$ cat src/rtl/laser_pkg.sv
// Shared definitions for the multi-lane laser receiver.
// Optional feature macro: LASER_RX_PARITY_EN (adds the PARITY lane state).
package laser_pkg;

    localparam logic START_LEVEL = 1'b1;
    localparam logic STOP_LEVEL  = 1'b0;

`ifdef LASER_RX_PARITY_EN
    typedef enum logic [2:0] {
        ST_IDLE   = 3'd0,
        ST_START  = 3'd1,
        ST_DATA   = 3'd2,
        ST_PARITY = 3'd3,
        ST_STOP   = 3'd4
    } lane_state_e;
`else
    typedef enum logic [2:0] {
        ST_IDLE   = 3'd0,
        ST_START  = 3'd1,
        ST_DATA   = 3'd2,
        ST_STOP   = 3'd4
    } lane_state_e;
`endif

endpackage

$ cat src/rtl/laser_lane_rx.sv
// Single laser lane: 2-flop synchroniser, framing FSM, bit counters and
// LSB-first shift register. Result pulses are registered, so they appear
// the cycle after the stop-bit sample.
// Optional feature macro: LASER_RX_PARITY_EN (even parity bit before stop).
//
// state  | meaning
// -------+----------------------------------------------------------
// IDLE   | counters cleared, waiting for a synchronised high
// START  | mid-start-bit check; a low here is a glitch, back to IDLE
// DATA   | sample one data bit per bit period, LSB first
// PARITY | sample the even-parity bit (parity build only)
// STOP   | sample stop bit, report word / frame / parity result
module laser_lane_rx
    import laser_pkg::*;
#(
    parameter int DATA_W       = 8,
    parameter int CLKS_PER_BIT = 8
) (
    input  logic              clock,
    input  logic              reset,
    input  logic              en,
    input  logic              laser_in,
    output logic              lane_done,
    output logic [DATA_W-1:0] word,
    output logic              frame_error,
    output logic              parity_error
);

    localparam int CW = $clog2(CLKS_PER_BIT);
    localparam int BW = $clog2(DATA_W + 1);
    localparam logic [CW-1:0] CNT_HALF = CW'((CLKS_PER_BIT - 1) >> 1);
    localparam logic [CW-1:0] CNT_LAST = CW'(CLKS_PER_BIT - 1);
    localparam logic [BW-1:0] BIT_LAST = BW'(DATA_W - 1);

    logic              sync1, sync2;
    lane_state_e       state, state_n;
    logic [CW-1:0]     clk_cnt, clk_cnt_n;
    logic [BW-1:0]     bit_cnt, bit_cnt_n;
    logic [DATA_W-1:0] shift, shift_n;
    logic              done_n, ferr_n;
`ifdef LASER_RX_PARITY_EN
    logic              par_bad, par_bad_n;
    logic              perr_n;
`endif

    assign word = shift;

    // Next-state, counter and result-pulse logic for one lane.
    always_comb begin
        state_n   = state;
        clk_cnt_n = clk_cnt;
        bit_cnt_n = bit_cnt;
        shift_n   = shift;
        done_n    = 1'b0;
        ferr_n    = 1'b0;
`ifdef LASER_RX_PARITY_EN
        par_bad_n = par_bad;
        perr_n    = 1'b0;
`endif
        case (state)
            ST_IDLE: begin
                clk_cnt_n = '0;
                bit_cnt_n = '0;
`ifdef LASER_RX_PARITY_EN
                par_bad_n = 1'b0;
`endif
                if (sync2 == START_LEVEL) begin
                    state_n = ST_START;
                end
            end
            ST_START: begin
                if (clk_cnt == CNT_HALF) begin
                    clk_cnt_n = '0;
                    state_n   = (sync2 == START_LEVEL) ? ST_DATA : ST_IDLE;
                end else begin
                    clk_cnt_n = clk_cnt + 1'b1;
                end
            end
            ST_DATA: begin
                if (clk_cnt == CNT_LAST) begin
                    clk_cnt_n = '0;
                    // shift in at the MSB so the first bit ends up at bit 0
                    shift_n   = (shift >> 1) | (DATA_W'(sync2) << (DATA_W - 1));
                    bit_cnt_n = bit_cnt + 1'b1;
                    if (bit_cnt == BIT_LAST) begin
`ifdef LASER_RX_PARITY_EN
                        state_n = ST_PARITY;
`else
                        state_n = ST_STOP;
`endif
                    end
                end else begin
                    clk_cnt_n = clk_cnt + 1'b1;
                end
            end
`ifdef LASER_RX_PARITY_EN
            ST_PARITY: begin
                if (clk_cnt == CNT_LAST) begin
                    clk_cnt_n = '0;
                    par_bad_n = (sync2 != ^shift);
                    state_n   = ST_STOP;
                end else begin
                    clk_cnt_n = clk_cnt + 1'b1;
                end
            end
`endif
            ST_STOP: begin
                if (clk_cnt == CNT_LAST) begin
                    clk_cnt_n = '0;
                    state_n   = ST_IDLE;
                    if (sync2 != STOP_LEVEL) begin
                        ferr_n = 1'b1;
`ifdef LASER_RX_PARITY_EN
                    end else if (par_bad) begin
                        perr_n = 1'b1;
`endif
                    end else begin
                        done_n = 1'b1;
                    end
                end else begin
                    clk_cnt_n = clk_cnt + 1'b1;
                end
            end
            default: begin
                state_n = ST_IDLE;
            end
        endcase

        // disable drops any frame in progress silently
        if (!en) begin
            state_n   = ST_IDLE;
            clk_cnt_n = '0;
            bit_cnt_n = '0;
            done_n    = 1'b0;
            ferr_n    = 1'b0;
`ifdef LASER_RX_PARITY_EN
            perr_n    = 1'b0;
`endif
        end
    end

    // Synchroniser, state and counter registers, registered result pulses.
    always_ff @(posedge clock) begin
        if (reset) begin
            sync1       <= 1'b0;
            sync2       <= 1'b0;
            state       <= ST_IDLE;
            clk_cnt     <= '0;
            bit_cnt     <= '0;
            shift       <= '0;
            lane_done   <= 1'b0;
            frame_error <= 1'b0;
        end else begin
            sync1       <= laser_in;
            sync2       <= sync1;
            state       <= state_n;
            clk_cnt     <= clk_cnt_n;
            bit_cnt     <= bit_cnt_n;
            shift       <= shift_n;
            lane_done   <= done_n;
            frame_error <= ferr_n;
        end
    end

`ifdef LASER_RX_PARITY_EN
    // Parity result registers.
    always_ff @(posedge clock) begin
        if (reset) begin
            par_bad      <= 1'b0;
            parity_error <= 1'b0;
        end else begin
            par_bad      <= par_bad_n;
            parity_error <= perr_n;
        end
    end
`else
    assign parity_error = 1'b0;
`endif

endmodule

$ cat src/rtl/laser_multilane_rx.sv
// Multi-lane laser receiver: LANES independent lane deserialisers feeding
// a group aligner that emits one LANES*DATA_W word per complete group and
// flags groups dropped on skew timeout or lane overrun.
// Optional feature macro: LASER_RX_PARITY_EN (per-lane even parity check).
module laser_multilane_rx
    import laser_pkg::*;
#(
    parameter int LANES        = 2,
    parameter int DATA_W       = 8,
    parameter int CLKS_PER_BIT = 8,
    parameter int SKEW_MAX     = 4 * CLKS_PER_BIT
) (
    input  logic                    clock,
    input  logic                    reset,
    input  logic                    en,
    input  logic [LANES-1:0]        laser_in,
    output logic                    data_valid,
    output logic [LANES*DATA_W-1:0] data_out,
    output logic [LANES-1:0]        frame_error,
    output logic [LANES-1:0]        parity_error,
    output logic                    skew_error
);

    localparam int SW = $clog2(SKEW_MAX + 1);
    localparam logic [SW-1:0] SKEW_LIMIT = SW'(SKEW_MAX);

    logic [LANES-1:0]             lane_done;
    logic [LANES-1:0][DATA_W-1:0] lane_word;

    for (genvar g = 0; g < LANES; g++) begin : g_lane
        laser_lane_rx #(
            .DATA_W       (DATA_W),
            .CLKS_PER_BIT (CLKS_PER_BIT)
        ) u_lane (
            .clock        (clock),
            .reset        (reset),
            .en           (en),
            .laser_in     (laser_in[g]),
            .lane_done    (lane_done[g]),
            .word         (lane_word[g]),
            .frame_error  (frame_error[g]),
            .parity_error (parity_error[g])
        );
    end

    logic [LANES-1:0]             flags, flags_n, merged;
    logic [LANES-1:0][DATA_W-1:0] hold, hold_n;
    logic [SW-1:0]                skew_cnt, skew_cnt_n;
    logic                         skew_run, skew_run_n;
    logic                         dv_n, sk_n;
    logic [LANES*DATA_W-1:0]      data_out_n;
    logic                         overrun, complete, timeout;

    // Group aligner: merge arriving words, detect completion, overrun, timeout.
    always_comb begin
        overrun  = |(lane_done & flags);
        // an overrun drops the old group; arriving words seed the new one
        merged   = overrun ? lane_done : (flags | lane_done);
        complete = &merged;
        timeout  = skew_run && (skew_cnt == SKEW_LIMIT);

        for (int i = 0; i < LANES; i++) begin
            hold_n[i] = lane_done[i] ? lane_word[i] : hold[i];
        end

        flags_n    = flags;
        skew_cnt_n = skew_cnt;
        skew_run_n = skew_run;
        dv_n       = 1'b0;
        sk_n       = 1'b0;
        data_out_n = data_out;

        if (complete) begin
            // completion beats a coincident timeout
            dv_n       = 1'b1;
            sk_n       = overrun;
            data_out_n = hold_n;
            flags_n    = '0;
            skew_run_n = 1'b0;
            skew_cnt_n = '0;
        end else if (overrun || timeout) begin
            sk_n       = 1'b1;
            flags_n    = lane_done;
            skew_run_n = |lane_done;
            skew_cnt_n = '0;
        end else begin
            flags_n = merged;
            if (!skew_run && (|lane_done)) begin
                skew_run_n = 1'b1;
                skew_cnt_n = '0;
            end else if (skew_run) begin
                skew_cnt_n = skew_cnt + 1'b1;
            end
        end

        if (!en) begin
            flags_n    = '0;
            skew_run_n = 1'b0;
            skew_cnt_n = '0;
            dv_n       = 1'b0;
            sk_n       = 1'b0;
            data_out_n = data_out;
        end
    end

    // Aligner registers and output pulses.
    always_ff @(posedge clock) begin
        if (reset) begin
            flags      <= '0;
            hold       <= '0;
            skew_cnt   <= '0;
            skew_run   <= 1'b0;
            data_valid <= 1'b0;
            skew_error <= 1'b0;
            data_out   <= '0;
        end else begin
            flags      <= flags_n;
            hold       <= hold_n;
            skew_cnt   <= skew_cnt_n;
            skew_run   <= skew_run_n;
            data_valid <= dv_n;
            skew_error <= sk_n;
            data_out   <= data_out_n;
        end
    end

endmodule
$ cat config.mk
export PLATFORM = sky130hd
export DESIGN_NAME = laser_multilane_rx
export DESIGN_NICKNAME = d
export VERILOG_FILES = /design/src/rtl/laser_pkg.sv /design/src/rtl/laser_lane_rx.sv /design/src/rtl/laser_multilane_rx.sv
export SDC_FILE = /design/constraint.sdc
export NUM_CORES = 1
export LEC_CHECK = 0
export CAP_MARGIN = 5
export CORE_ASPECT_RATIO = 1.4
export CORE_UTILIZATION = 25
export CTS_BUF_LIST = sky130_fd_sc_hd__clkbuf_8
export DETAILED_ROUTE_END_ITERATION = 12
export PLACE_DENSITY = 0.38
export SYNTH_ARGS = -nofsm -noshare
export SYNTH_HDL_FRONTEND = slang
export SYNTH_SLANG_ARGS = --single-unit
$ cat constraint.sdc
create_clock -name clock -period 1.96 [get_ports clock]
set_input_delay 0.392 -clock clock [delete_from_list [all_inputs] [get_ports clock]]
set_output_delay 0.392 -clock clock [all_outputs]
set_load 0.005 [all_outputs]
==> impl_metrics.toml, run 1 <==
[status]
status = "finished, final reports clean"

[detailed_routing]
num_vias = 2903
ant_nets = 0
drcViolationCount = 0
first_iter_violations = 140
wl_mm = 8.02
vias_per_cell = 4.56
wire_per_inst_um = 12.6
drt-pass1-iter-count = 4

[logic_synthesis]
yosysWarnings = 0
async_reset_ff_share_pct = 0
ys_seq_area_share_pct = 43.9
avgSynthCellArea_um2 = 9.35
syn_inst = 424
synth_edf_count = 0
synth.distinct_cells = 53
synth_ff_type = "dfxtp_1"
netlist_area_mm2 = 0.00397
ys_ff_latch = 87

[die]
core_area_mm2 = 0.0155
rows = 54
initial_utilization_pct = 25.5
die_w_um = 108
ioPinCount = 27
die_y_um = 151
dieArea_mm2 = 0.0164

[global_routing]
grt_pass1_wl_mm = 13.7
grt-ovfl-total = 0
track_usage_pct = 10.6
grt_max_degree = 70
antenna_found_initial = 0
first_global_vias = 2768

[timing]
worst_slack_ps = 268
hold_violations = 0
setup_viol = 0
min_period_over_period_pct = 86.3
tightest_slew_ps = 672
rsz0062_at_grt = "false"
max_freq_mhz = 591
relSlewSlack_pct = 55.2
finalSetupTns_ps = 0
drv_slew = 0
holdWs_ps = 445
final.setup_skew_ps = 10.8
finalCriticalPeriod_ps = 1690

[cts]
clk_pin_slew_ps = 100
tritoncts = "done"
htree_levels = 3
cts_buffers = 9
clock_latency_ps = 350
cts.sinks = 87
cts_root_buf = "clkbuf_8"
ctsLongestPathBuffers = 2

[job]
max_cap_violations = 0

[placement]
dp_hpwl_mm = 5.42
placedInstanceArea_mm2 = 0.00435
io_buffers = 24
gp_congestion = 0.701
pre_cts_ws_ps = 124

[hold_path]
holdPathStages = 1
whs_endpoint = "g_lane[0].u_lane.sync2$_SDFF_PP0_"
hold_class = "register to register"
hold_path_startpoint = "g_lane[0].u_lane.sync1$_SDFF_PP0_"

[setup_path]
cp.required_ps = 2200
end_kind = "register"
cp-start-kind = "register"
rr_startpoint = "g_lane[1].u_lane.clk_cnt[0]$_SDFFE_PP0P_"
r2r_cells = 6
r2r_slack_ps = 270
cp_max_fo = 15
rr_endpoint = "g_lane[1].u_lane.state[1]$_SDFFE_PP0P_"
critPathKind = "register to register"
critPathArrivalTime_ps = 1930

[cells_and_area]
final_area_mm2 = 0.00457
fillers = 1641
drive_above_1_share_pct = 15.6
diodes = 0
layout.nets = 453
area_growth_pct = 15.2

[power_and_ir_drop]
finalPower_mw = 3.21
p_per_area_mw_per_mm2 = 702
power_leakage_nw = 1.48
irDropWorstVdd_mv = 0.296
## sequential cells by signal (all words and copies together), names as in the netlist
register                   cells
data_out                      16
data_valid                     1
flags                          2
g_lane.u_lane.bit_cnt          8
g_lane.u_lane.clk_cnt          6
g_lane.u_lane.frame_error      2
g_lane.u_lane.lane_done        2
g_lane.u_lane.state            6
g_lane.u_lane.sync1            2
g_lane.u_lane.sync2            2
g_lane.u_lane.word            16
hold                          16
skew_cnt                       6
skew_error                     1
skew_run                       1
## logic make-up after synthesis
family | Yosys count | share of synthesized area (%)
fa+ha+maj | 12 | 3.79
mux | 22 | 5.55
buf+inv | 49 | 7.04
compound gates | 85 | 15.9
xor+xnor | 6 | 1.33
other cells | 1 | 0.0946
flops | 87 | 43.9
simple gates | 162 | 22.3
## layout by cell type (no fill, tap or decap), types with 7 or more instances in the layout
cell type	instances
clkbuf_8	10
o21ai_0	11
nand3b_1	11
nor2b_1	9
nand3b_2	7
clkdlybuf4s50_1	23
mux2i_1	22
o31ai_2	13
nor3_1	7
nand4_1	8
buf_4	11
nor2_1	39
nand2_1	48
inv_1	12
a21oi_1	34
dfxtp_1	87
nand3_1	7
ha_1	10
## worst max path at each step
stage | slack, ps | from | cells after the start | end
final | 270 | g_lane[1].u_lane.clk_cnt[0]$_SDFFE_PP0P_ | 6 | g_lane[1].u_lane.state[1]$_SDFFE_PP0P_
after global routing | 70 | g_lane[1].u_lane.clk_cnt[0]$_SDFFE_PP0P_ | 6 | g_lane[1].u_lane.state[1]$_SDFFE_PP0P_
after CTS | 90 | g_lane[1].u_lane.clk_cnt[0]$_SDFFE_PP0P_ | 6 | g_lane[1].u_lane.state[1]$_SDFFE_PP0P_
after detailed placement | 120 | g_lane[1].u_lane.clk_cnt[0]$_SDFFE_PP0P_ | 6 | g_lane[1].u_lane.state[1]$_SDFFE_PP0P_
after global placement | 150 | g_lane[1].u_lane.clk_cnt[0]$_SDFFE_PP0P_ | 6 | g_lane[1].u_lane.state[1]$_SDFFE_PP0P_
after floorplan | 430 | g_lane[0].u_lane.clk_cnt[0]$_SDFFE_PP0P_ | 6 | g_lane[0].u_lane.clk_cnt[2]$_SDFFE_PP0P_
## area by class of cell
cell class	count	area, µm²	area share [%]
multi-input cells	289	1960	43.0
flip-flops and latches	87	1740	38.1
clock buffers	10	138	3.01
clock inverters	6	75.1	1.64
inverters	12	45.0	0.986
repair buffers	37	358	7.84
well taps	196	245	5.37
## critical path, cell delays in order (launching register included)
cell and delay (ps):
dfxtp_1 370, ha_1 210, ha_2 370, mux2i_1 120, o21ai_0 210, o221ai_2 150, mux2i_1 130
## per-layer routing
layer	GRT usage (%)	share of wire [%]
met1	13.1	48
met2	17.7	47
met3	2.37	3.3
met4	4.66	1.5
met5	0	0
## per-stage QoR
| stage | instances | utilization, % |
|---|---|---|
| after detailed placement | 621 | 28.0 |
| after floorplan | 425 | - |
| after CTS | 637 | 29.4 |
| final | 637 | 29.4 |
| after global routing | 637 | 29.4 |
| after global placement | 621 | 28.0 |
## cell usage after synthesis, drive strengths merged, types with 4 or more instances
cell	count	area (µm²)
clkbuf	7	26.3
o31ai	16	185
xor2	4	35.0
mux2i	22	220
nand2b	4	25.0
and3	4	25.0
nand4	8	50.1
inv	12	45.0
a21oi	34	170
nand2	48	180
nor4b	4	53.8
nor2	43	171
buf	30	208
nand3b	18	161
ha	12	150
nor2b	9	56.3
nor3	9	61.3
dfxtp	87	1740
o21ai	13	68.8
nand3	7	35.0
## power by group
part / total (mW) / internal [mW] / leakage [nW] / switching, mW
Combinational: 0.0885 / 0.0355 / 0.676 / 0.0530
Clock: 1.34 / 0.645 / 0.105 / 0.696
Sequential: 1.78 / 1.77 / 0.701 / 0.00741
Total: 3.21 / 2.45 / 1.48 / 0.756
## what timing repair did
item / 4_1_cts / 5_1_grt
resized for setup: 0 / 2
endpoints found under the setup margin: 0 / 15
buffers inserted: 0 / 0
hold buffers: 0 / 0
Note: power is estimated with default switching activity, not from simulation.
==> inputs of run 2 (changes only) <==
SKIP_LAST_GASP = 1   (was unset)
==> results of run 2 <==
The final DEF is identical to that of run 1; final timing and power are the same.
